===== src/rtl/lsu.sv =====
// rtl/lsu.sv - load/store unit between EX and MEM: valid/ack data-memory handshake, pipeline stall, load write-back
// Optional feature macro: LSU_SUBWORD_EN (byte/half loads and stores with lane steering and extension).
// Without it every access is a full word and funct3 is ignored.
module lsu #(
  parameter int XLEN = 32
) (
  input  logic            clk_i,
  input  logic            rst_n_i,
  input  logic            req_valid_i,
  input  logic            req_we_i,
  input  logic [2:0]      req_funct3_i,
  input  logic [XLEN-1:0] addr_i,
  input  logic [XLEN-1:0] wdata_i,
  input  logic [4:0]      rd_i,
  output logic            stall_o,
  output logic            wb_valid_o,
  output logic [4:0]      wb_rd_o,
  output logic [XLEN-1:0] wb_data_o,
  output logic            misalign_o,
  output logic            mem_req_o,
  output logic            mem_we_o,
  output logic [XLEN-1:0] mem_addr_o,
  output logic [XLEN-1:0] mem_wdata_o,
  output logic [3:0]      mem_be_o,
  input  logic            mem_ack_i,
  input  logic [XLEN-1:0] mem_rdata_i
);

  typedef enum logic [1:0] {IDLE, BUSY, DONE} state_t;

  state_t          state_q, state_d;
  logic            we_q;
  logic            misalign_q;
  logic [XLEN-1:0] rdata_q;
  logic            misalign_now;
  logic [XLEN-1:0] st_wdata;
  logic [3:0]      st_be;

`ifdef LSU_SUBWORD_EN
  logic [2:0]      funct3_q;
  logic [1:0]      addr_lo_q;
  logic [XLEN-1:0] lane_word;
`else
  logic            unused_funct3;
  assign unused_funct3 = ^req_funct3_i;
`endif

  // Alignment check on the incoming request; bytes are never misaligned
  always_comb begin
    misalign_now = |addr_i[1:0];
`ifdef LSU_SUBWORD_EN
    case (req_funct3_i[1:0])
      2'b00:   misalign_now = 1'b0;
      2'b01:   misalign_now = addr_i[0];
      default: misalign_now = |addr_i[1:0];
    endcase
`endif
  end

  // Store data lane steering and byte enables; loads always enable the full word
  always_comb begin
    st_wdata = wdata_i;
    st_be    = 4'b1111;
`ifdef LSU_SUBWORD_EN
    if (req_we_i) begin
      case (req_funct3_i[1:0])
        2'b00: begin
          st_wdata = {4{wdata_i[7:0]}};
          st_be    = 4'b0001 << addr_i[1:0];
        end
        2'b01: begin
          st_wdata = {2{wdata_i[15:0]}};
          st_be    = addr_i[1] ? 4'b1100 : 4'b0011;
        end
        default: begin
          st_wdata = wdata_i;
          st_be    = 4'b1111;
        end
      endcase
    end
`endif
  end

  // FSM state register
  always_ff @(posedge clk_i) begin
    if (!rst_n_i) state_q <= IDLE;
    else          state_q <= state_d;
  end

  // Next state and handshake/status outputs; DONE ignores req_valid_i because it still shows the finished op
  always_comb begin
    state_d    = state_q;
    stall_o    = 1'b0;
    mem_req_o  = 1'b0;
    wb_valid_o = 1'b0;
    misalign_o = 1'b0;
    case (state_q)
      IDLE: begin
        stall_o = req_valid_i;
        if (req_valid_i) state_d = misalign_now ? DONE : BUSY;
      end
      BUSY: begin
        stall_o   = 1'b1;
        mem_req_o = 1'b1;
        if (mem_ack_i) state_d = DONE;
      end
      DONE: begin
        wb_valid_o = !we_q && !misalign_q;
        misalign_o = misalign_q;
        state_d    = IDLE;
      end
      default: state_d = IDLE;
    endcase
    if (!rst_n_i) stall_o = 1'b0;
  end

  // Request latch, registered memory-side outputs held through BUSY, and load-data capture on ack
  always_ff @(posedge clk_i) begin
    if (!rst_n_i) begin
      we_q        <= 1'b0;
      misalign_q  <= 1'b0;
      rdata_q     <= '0;
      wb_rd_o     <= '0;
      mem_we_o    <= 1'b0;
      mem_addr_o  <= '0;
      mem_wdata_o <= '0;
      mem_be_o    <= '0;
`ifdef LSU_SUBWORD_EN
      funct3_q    <= '0;
      addr_lo_q   <= '0;
`endif
    end else begin
      if (state_q == IDLE && req_valid_i) begin
        we_q       <= req_we_i;
        misalign_q <= misalign_now;
        wb_rd_o    <= rd_i;
`ifdef LSU_SUBWORD_EN
        funct3_q   <= req_funct3_i;
        addr_lo_q  <= addr_i[1:0];
`endif
        if (!misalign_now) begin
          mem_we_o    <= req_we_i;
          mem_addr_o  <= {addr_i[XLEN-1:2], 2'b00};
          mem_wdata_o <= st_wdata;
          mem_be_o    <= st_be;
        end
      end
      if (state_q == BUSY && mem_ack_i) begin
        mem_we_o <= 1'b0;
        if (!we_q) rdata_q <= mem_rdata_i;
      end
    end
  end

`ifdef LSU_SUBWORD_EN
  // Shift the addressed byte/half down to bit 0, then sign- or zero-extend by funct3[2]
  always_comb begin
    lane_word = rdata_q >> {addr_lo_q, 3'b000};
    case (funct3_q[1:0])
      2'b00:   wb_data_o = funct3_q[2] ? {24'b0, lane_word[7:0]}
                                       : {{24{lane_word[7]}}, lane_word[7:0]};
      2'b01:   wb_data_o = funct3_q[2] ? {16'b0, lane_word[15:0]}
                                       : {{16{lane_word[15]}}, lane_word[15:0]};
      default: wb_data_o = rdata_q;
    endcase
  end
`else
  // Word-only build returns the captured word unchanged
  always_comb begin
    wb_data_o = rdata_q;
  end
`endif

endmodule


===== config.mk =====
export PLATFORM = sky130hd
export DESIGN_NAME = lsu
export DESIGN_NICKNAME = d
export VERILOG_FILES = /design/src/rtl/lsu.sv
export SDC_FILE = /design/constraint.sdc
export NUM_CORES = 1
export LEC_CHECK = 0
export CORE_MARGIN = 3
export CORE_UTILIZATION = 43
export CTS_CLUSTER_DIAMETER = 40
export DETAILED_ROUTE_END_ITERATION = 6
export PLACE_DENSITY = 0.87
export SKIP_LAST_GASP = 1
export SYNTH_ARGS = -nofsm -noshare
export SYNTH_HDL_FRONTEND = slang
export SYNTH_SLANG_ARGS = --single-unit
export TNS_END_PERCENT = 100

===== constraint.sdc =====
create_clock -name clk_i -period 2.2 [get_ports clk_i]
set_clock_uncertainty 0.05 [all_clocks]
set_input_delay 0.44 -clock clk_i [delete_from_list [all_inputs] [get_ports clk_i]]
set_output_delay 0.44 -clock clk_i [all_outputs]
set_load 0.01 [all_outputs]

==> run summary, run 1 <==
WORST SETUP PATH
-------------------------------------------------------------------------------------------
Worst r2r dst                                                                  mem_wdata_o[30]
CP Data Arrival Time                                                                1550 ps
Startpoint types                                                                  input pin
Setup Crit Path Kind                                                           input pin to output port
Register-to-Register Path Depth                                                           4
Worst path cell trace                                                          clkdlybuf4s50_1 -> nor2_1 -> nor3b_1 -> dlygate4sd2_1
Reg-to-reg setup timing slack                                                        690 ps
Worst endpoint required time                                                        1710 ps
Endpoint class of the critical path                                             output port
Reg2Reg Launch Point                                                             state_q[0]
Critical path fanouts, max                                                                3
Crit path max-delay cell type                                                  sky130_fd_sc_hd__clkdlybuf4s50_1
Critical path's largest stage delay                                                  500 ps

SYNTHESIS
-------------------------------------------------------------------------------------------
Flip-flop and latch count after synthesis                                               105
Synthesized area                                                               0.004204 mm2
Number of distinct library cells after synthesis                                         23
Fraction of the yosys area taken by sequential cells                                 50.00%
Cell count after synthesis                                                              461
Avg Inst Size Synth                                                               9.119 um2
Yosys warning total                                                                       0

FLOORPLANNING
-------------------------------------------------------------------------------------------
Die H                                                                              104.9 um
Width of the chip                                                                  104.9 um
Core Box Area                                                                  0.009371 mm2
Row cnt                                                                                  35
Die area                                                                        0.01100 mm2
Initial Utilization                                                                  44.86%
I/O pin count                                                                           219

FINISH
-------------------------------------------------------------------------------------------
Most used cells in the layout excluding fill and tap cells                     sky130_fd_sc_hd__clkdlybuf4s50_1 (210), sky130_fd_sc_hd__nand2_1 (188), sky130_fd_sc_hd__dfxtp_1 (103)
Final-stage net count                                                                   762
Share of post-route cells with drive strength above 1                                4.407%
Utilization after layout                                                             69.49%
Area of the multi-input gates                                                  0.001826 mm2
Commonest non-fill, non-tap cell in the layout                                 sky130_fd_sc_hd__clkdlybuf4s50_1
Filler cell count in the final layout                                                   776
Synth-to-Final Area Change                                                           54.91%
FF+latch area                                                                  0.002105 mm2
Design area                                                                    0.006513 mm2
Number of antenna diodes                                                                  0

GLOBAL ROUTE
-------------------------------------------------------------------------------------------
Initial antenna violation count                                                           0
Maximum number of pins on one net before global-route repair                            168
Global-route total usage across every layer                                          20.91%
Via count of the first global-routing pass                                            3,989
Global-route wire length before repair                                            18,990 um
Global route overflow                                                                     0

TIMING
-------------------------------------------------------------------------------------------
Post-route fraction of the period consumed by the critical path                      92.69%
Slew at the pin closest to its max-slew limit                                      674.4 ps
Crit path time final                                                                2039 ps
Final number of max-transition violations                                                 0
Worst rel slew slack                                                                 55.04%
RSZ-0062 raised after global routing                                                     no
Achievable Freq                                                                   490.4 MHz
Endpoints failing hold                                                                    0
Final setup vio count                                                                     0

CTS
-------------------------------------------------------------------------------------------
CTS sink count                                                                          105
H-tree Lvls                                                                               3
CTS tree                                                                                yes
CTS buffer count                                                                          9
Clock tree root buffer cell                                                    sky130_fd_sc_hd__clkbuf_8
Post-CTS Hold Fix Bufs                                                                    0
CTS Buffer Depth                                                                          2
Insertion delay to the later sink of the worst-skew pair                             350 ps
Clock-pin slew on the worst setup and hold paths                                      90 ps

PLACE
-------------------------------------------------------------------------------------------
PortBufs                                                                                213
Total placed instance area                                                     0.006329 mm2
Final GP Congestion                                                                  0.7684
Detail Placement HPWL                                                               8824 um

DRT
-------------------------------------------------------------------------------------------
Number of design-rule violations left by the first detailed-router iteration            133
Vias per cell                                                                         4.781
Routed len/inst                                                                    14.85 um
Remaining antenna violation count after routing                                           0
Aggregate routed wire length                                                      11,690 um
Number of iterations in the first detailed-routing pass                                   4
Drc violations                                                                            0
Routed via count                                                                      3,763

PWR
-------------------------------------------------------------------------------------------
Peak supply drop                                                                   389.3 uV
Leakage component of the power                                                     2.343 nW
Areal power density over the cells                                             561.1 mW/mm2

MIN PATH
-------------------------------------------------------------------------------------------
HP Start                                                                       mem_wdata_o[24]
Worst hold path type                                                           flop to flop
Hold Crit Depth                                                                           2
Endpoint, Worst Hold                                                           mem_wdata_o[24]

STATUS
-------------------------------------------------------------------------------------------
Status                                                                         finished clean

FLOW RUN
-------------------------------------------------------------------------------------------
Max-capacitance violation count                                                           0

critical path, delay by kind of cell:
family | cells | cell delay [ps]
buffers and inverters | 2 | 810
and+or+nand+nor | 2 | 300
kinds of logic after synthesis:
group	synth area share [%]
and+or+nand+nor	20.54
muxes	16.43
AOI/OAI and AO/OA	6.190
buffers and inverters	6.756
other	0.08920
DFF	50.00
how the worst max path moves through the flow:
stage / start / end
detailed placement: req_valid_i / stall_o
finish: req_valid_i / stall_o
global route: state_q[0] / mem_req_o
global placement: req_valid_i / stall_o
CTS: state_q[0] / wb_valid_o
floorplan: addr_i[1] / mem_addr_o[10]
stage by stage:
step           total power, W  hold WS (ps)  TNS [ps]  instances  setup slack, ps
6_report             0.003654         411.3         0        787            160.8
4_1_cts              0.003696         412.3         0        787            19.40
3_3_place_gp         0.002575         391.2    -90.37        771           -90.37
3_5_place_dp         0.002594         397.3    -111.5        771           -111.5
2_1_floorplan        0.002262         429.0         0        462            774.9
5_1_grt              0.003809         431.4         0        787            84.69
synthesized netlist by cell type (all sizes together):
master	instances	area [um2]
a21boi	32	240.2
and3b	2	17.52
and4bb	1	12.51
buf	23	216.5
clkbuf	18	67.56
conb	1	3.750
dfxtp	105	2102
mux2i	69	690.7
nand2	188	705.7
nand3	2	10.01
nand3b	1	7.510
nand4bb	1	11.26
nor2	2	7.510
nor2b	8	50.05
nor3	1	10.01
nor3b	3	22.52
nor4b	1	8.760
o21a	2	15.01
o21ai	1	5.000
layer usage:
metal / vias up / track usage, % / routed length (um)
met1: 1746 / 21.71 / 4385
met5: - / 0 / 0
li1: 1854 / - / -
met3: 30 / 4.571 / 637
met4: 0 / 9.747 / 400
met2: 133 / 39.55 / 6264
report_power, final:
part           switching (W)  leakage (nW)  internal (W)
registers          0.0000349         0.852       0.00196
logic               0.000207          1.40      0.000347
clock network       0.000656        0.0899      0.000451
flip-flops by register name, indices dropped and copies added (netlist names):
register     cells
mem_wdata_o     32
wb_data_o       32
mem_addr_o      30
wb_rd_o          5
state_q          2
mem_be_o         1
mem_we_o         1
misalign_q       1
we_q             1
area by class of cell:
class | count | area share, %
clock buffer | 11 | 2.171
clock inverter | 5 | 0.5956
multi-input combinational | 316 | 28.03
sequential | 105 | 32.32
tap | 129 | 2.478
timing repair buffer | 221 | 34.41
repair_timing:
item / 4_1_cts / 5_1_grt
pin swaps: 0 / 0
setup endpoints to repair: 2 / 2
setup buffers: 0 / 0
endpoints found under the hold margin: 0 / 0
gates resized for setup: 2 / 2
cloned: 0 / 0
Note: power is estimated with default switching activity, not from simulation.
==> run 2: changes to the inputs <==
--- a/config.mk
+++ b/config.mk
@@ -5,7 +5,6 @@
 export SDC_FILE = /design/constraint.sdc
 export NUM_CORES = 1
 export LEC_CHECK = 0
-export CORE_MARGIN = 3
 export CORE_UTILIZATION = 43
 export CTS_CLUSTER_DIAMETER = 40
 export DETAILED_ROUTE_END_ITERATION = 6
==> run 2 against run 1 <==
Routed wire length decreased by 4.0%. Design area is 1.2% higher. Total power rose by 6.8%. Via count down 0.29%. Hold slack got worse by 5.2 ps. Critical path depth is the same. Combinational power about the same. Core utilization up 0.80 points. Non-clock buffer count is 1 higher.
==> run summary, run 2 (synthesis gave the netlist of run 1 again) <==
PLACE
-------------------------------------------------------------------------------------------
Total placed instance area                                                     0.006349 mm2   was 0.006329 mm2
Worst slack, placed                                                               -116.2 ps   was -111.5 ps
Final GP Congestion                                                                  0.7406   was 0.7684
Number of cells after detailed placement                                                772   was 771
Detail Placement HPWL                                                               8241 um   was 8824 um
PortBufs                                                                                213   unchanged

DRT
-------------------------------------------------------------------------------------------
Routed via count                                                                      3,752   was 3,763
Aggregate routed wire length                                                      11,230 um   was 11,690 um
Remaining antenna violation count after routing                                           0   unchanged
Number of iterations in the first detailed-routing pass                                   4   unchanged
Number of design-rule violations left by the first detailed-router iteration            122   was 133
Routed len/inst                                                                    14.24 um   was 14.85 um
Vias per cell                                                                         4.761   was 4.781
Drc violations                                                                            0   unchanged

WORST SETUP PATH
-------------------------------------------------------------------------------------------
Crit path max-delay cell type                                                  sky130_fd_sc_hd__clkdlybuf4s50_1   unchanged
Number of logic stages on the critical path including buffering                           4   unchanged
CP Data Arrival Time                                                                1570 ps   was 1550 ps
Reg2Reg Launch Point                                                             state_q[0]   unchanged
Worst r2r dst                                                                  mem_wdata_o[23]   was mem_wdata_o[30]
Critical path fanouts, max                                                                3   unchanged
Capture point of the worst path                                                     stall_o   unchanged
Worst endpoint required time                                                        1710 ps   about the same
Reg-to-reg setup timing slack                                                        670 ps   was 690 ps
Setup Crit Path Kind                                                           input pin to output port   unchanged
Startpoint types                                                                  input pin   unchanged
Critical path's largest stage delay                                                  490 ps   was 500 ps
Register-to-Register Path Depth                                                           4   unchanged
Worst path cell trace                                                          clkdlybuf4s50_1 -> nor2_1 -> nor3b_1 -> dlygate4sd2_1   unchanged
Crit path max-delay family                                                     buffers and inverters   unchanged
Launch point of the critical path                                               req_valid_i   unchanged
Count of buffering cells on the critical path with inverters included                     2   unchanged
Endpoint class of the critical path                                             output port   unchanged

TIMING
-------------------------------------------------------------------------------------------
Final number of max-transition violations                                                 0   unchanged
Post-route fraction of the period consumed by the critical path                      93.44%   was 92.69%
RSZ-0062 raised after global routing                                                     no   unchanged
Smallest setup slack after layout                                                  144.4 ps   was 160.8 ps
Final setup vio count                                                                     0   unchanged
Slew at the pin closest to its max-slew limit                                      682.0 ps   was 674.4 ps
Worst rel slew slack                                                                 54.53%   was 55.04%
Achievable Freq                                                                   486.5 MHz   was 490.4 MHz
Crit path time final                                                                2056 ps   was 2039 ps
Endpoints failing hold                                                                    0   unchanged
Worst-case hold slack                                                              406.0 ps   was 411.3 ps

FLOORPLANNING
-------------------------------------------------------------------------------------------
Die area                                                                        0.01018 mm2   was 0.01100 mm2
Width of the chip                                                                  100.9 um   was 104.9 um
Initial Utilization                                                                  44.86%   unchanged
I/O pin count                                                                           219   unchanged
Row cnt                                                                                  35   unchanged
Die H                                                                              100.9 um   was 104.9 um
Core Box Area                                                                  0.009371 mm2   unchanged

PWR
-------------------------------------------------------------------------------------------
Leakage component of the power                                                     2.380 nW   was 2.343 nW
Total power draw                                                                 0.003904 W   was 0.003654 W
Areal power density over the cells                                             592.6 mW/mm2   was 561.1 mW/mm2
Peak supply drop                                                                   402.3 uV   was 389.3 uV

CTS
-------------------------------------------------------------------------------------------
Clock tree root buffer cell                                                    sky130_fd_sc_hd__clkbuf_8   unchanged
CTS tree                                                                                yes   unchanged
Post-CTS Hold Fix Bufs                                                                    0   unchanged
CTS sink count                                                                          105   unchanged
H-tree Lvls                                                                               3   unchanged
CTS buffer count                                                                          9   unchanged
Clock-pin slew on the worst setup and hold paths                                     100 ps   was 90 ps
CTS Buffer Depth                                                                          2   unchanged
Insertion delay to the later sink of the worst-skew pair                             340 ps   was 350 ps
Count of buffers added by post-CTS timing repair for setup                                0   unchanged

MIN PATH
-------------------------------------------------------------------------------------------
Hold Crit Depth                                                                           2   unchanged
Worst hold path type                                                           flop to flop   unchanged

FINISH
-------------------------------------------------------------------------------------------
Design area                                                                    0.006588 mm2   was 0.006513 mm2
Share of post-route cells with drive strength above 1                                4.704%   was 4.407%
Number of antenna diodes                                                                  0   unchanged
Final-stage net count                                                                   763   was 762
Most used cells in the layout excluding fill and tap cells                     sky130_fd_sc_hd__clkdlybuf4s50_1 (210), sky130_fd_sc_hd__nand2_1 (188), sky130_fd_sc_hd__dfxtp_1 (103)   unchanged
Synth-to-Final Area Change                                                           56.70%   was 54.91%
Commonest non-fill, non-tap cell in the layout                                 sky130_fd_sc_hd__clkdlybuf4s50_1   unchanged
Final cell count without fillers                                                        788   was 787

FLOW RUN
-------------------------------------------------------------------------------------------
Max-capacitance violation count                                                           0   unchanged

GLOBAL ROUTE
-------------------------------------------------------------------------------------------
Global route overflow                                                                     0   unchanged
Initial antenna violation count                                                           0   unchanged
Global-route wire length before repair                                            17,640 um   was 18,990 um
Global-route total usage across every layer                                          21.97%   was 20.91%
Maximum number of pins on one net before global-route repair                            168   unchanged
Via count of the first global-routing pass                                            3,742   was 3,989

STATUS
-------------------------------------------------------------------------------------------
Status                                                                         finished clean   unchanged

==> run 2: cell count changes in the layout (fill, tap and decap cells not counted), sizes merged <==
| cell | delta |
|---|---|
| clkbuf | -1 |
| inv | +1 |
| clkinvlp | -1 |
| clkinv | -1 |
| bufinv | +2 |
| buf | +1 |
==> run 2: repair_timing <==
| item | CTS | global route |
|---|---|---|
| gates resized for setup | 2 | 2 |
| endpoints found under the setup margin | 2 | 2 |
| pin swaps | 0 | 0 |
==> run 2: area by class of cell <==
cell class,instances,area [um2]
Clock buffer,10,137.6
Clock inverter,6,97.59
Fill cell,739,2784
Multi-Input combinational cell,316,1826
Sequential cell,105,2105
Tap cell,129,161.4
Timing Repair Buffer,222,2261
==> run 2: worst min-delay path by stage <==
stage          slack (ps)             end            from
6_report              410   wb_data_o[30]   wb_data_o[30]
5_1_grt               430   wb_data_o[27]   wb_data_o[27]
4_1_cts               410   wb_data_o[30]   wb_data_o[30]
3_5_place_dp          390   wb_data_o[30]   wb_data_o[30]
3_3_place_gp          390   wb_data_o[30]   wb_data_o[30]
2_1_floorplan         430  mem_addr_o[10]  mem_addr_o[10]
==> run 2: metrics by stage <==
| stage | TNS (ps) | util [%] |
|---|---|---|
| detailed placement | -116.2 | 67.74 |
| global route | 0 | 70.29 |
| CTS | 0 | 70.25 |
| finish | 0 | 70.29 |
| global placement | -88.33 | 67.74 |
| floorplan | 0 | - |
==> run 2: layer usage <==
metal | global-route usage (%) | share of wire [%] | vias to the layer above
met5 | 0 | 0 | -
met4 | 10.48 | 3.7 | 0
met3 | 4.646 | 6.1 | 31
met2 | 40.41 | 52 | 137
met1 | 23.95 | 38 | 1726
li1 | - | - | 1858
==> run 2: worst min-delay path, cell delays in order (launching register included) <==
cell and delay (ps):
sky130_fd_sc_hd__dfxtp_1 320, sky130_fd_sc_hd__nand2_1 50, sky130_fd_sc_hd__a21boi_1 50
==> run 2: where the power goes <==
| group | internal, W | switching (W) | total [W] | leakage [nW] |
|---|---|---|---|---|
| clock network | 0.000689 | 0.000666 | 0.00136 | 0.119 |
| logic | 0.000350 | 0.000207 | 0.000556 | 1.41 |
| registers | 0.00196 | 0.0000343 | 0.00199 | 0.852 |
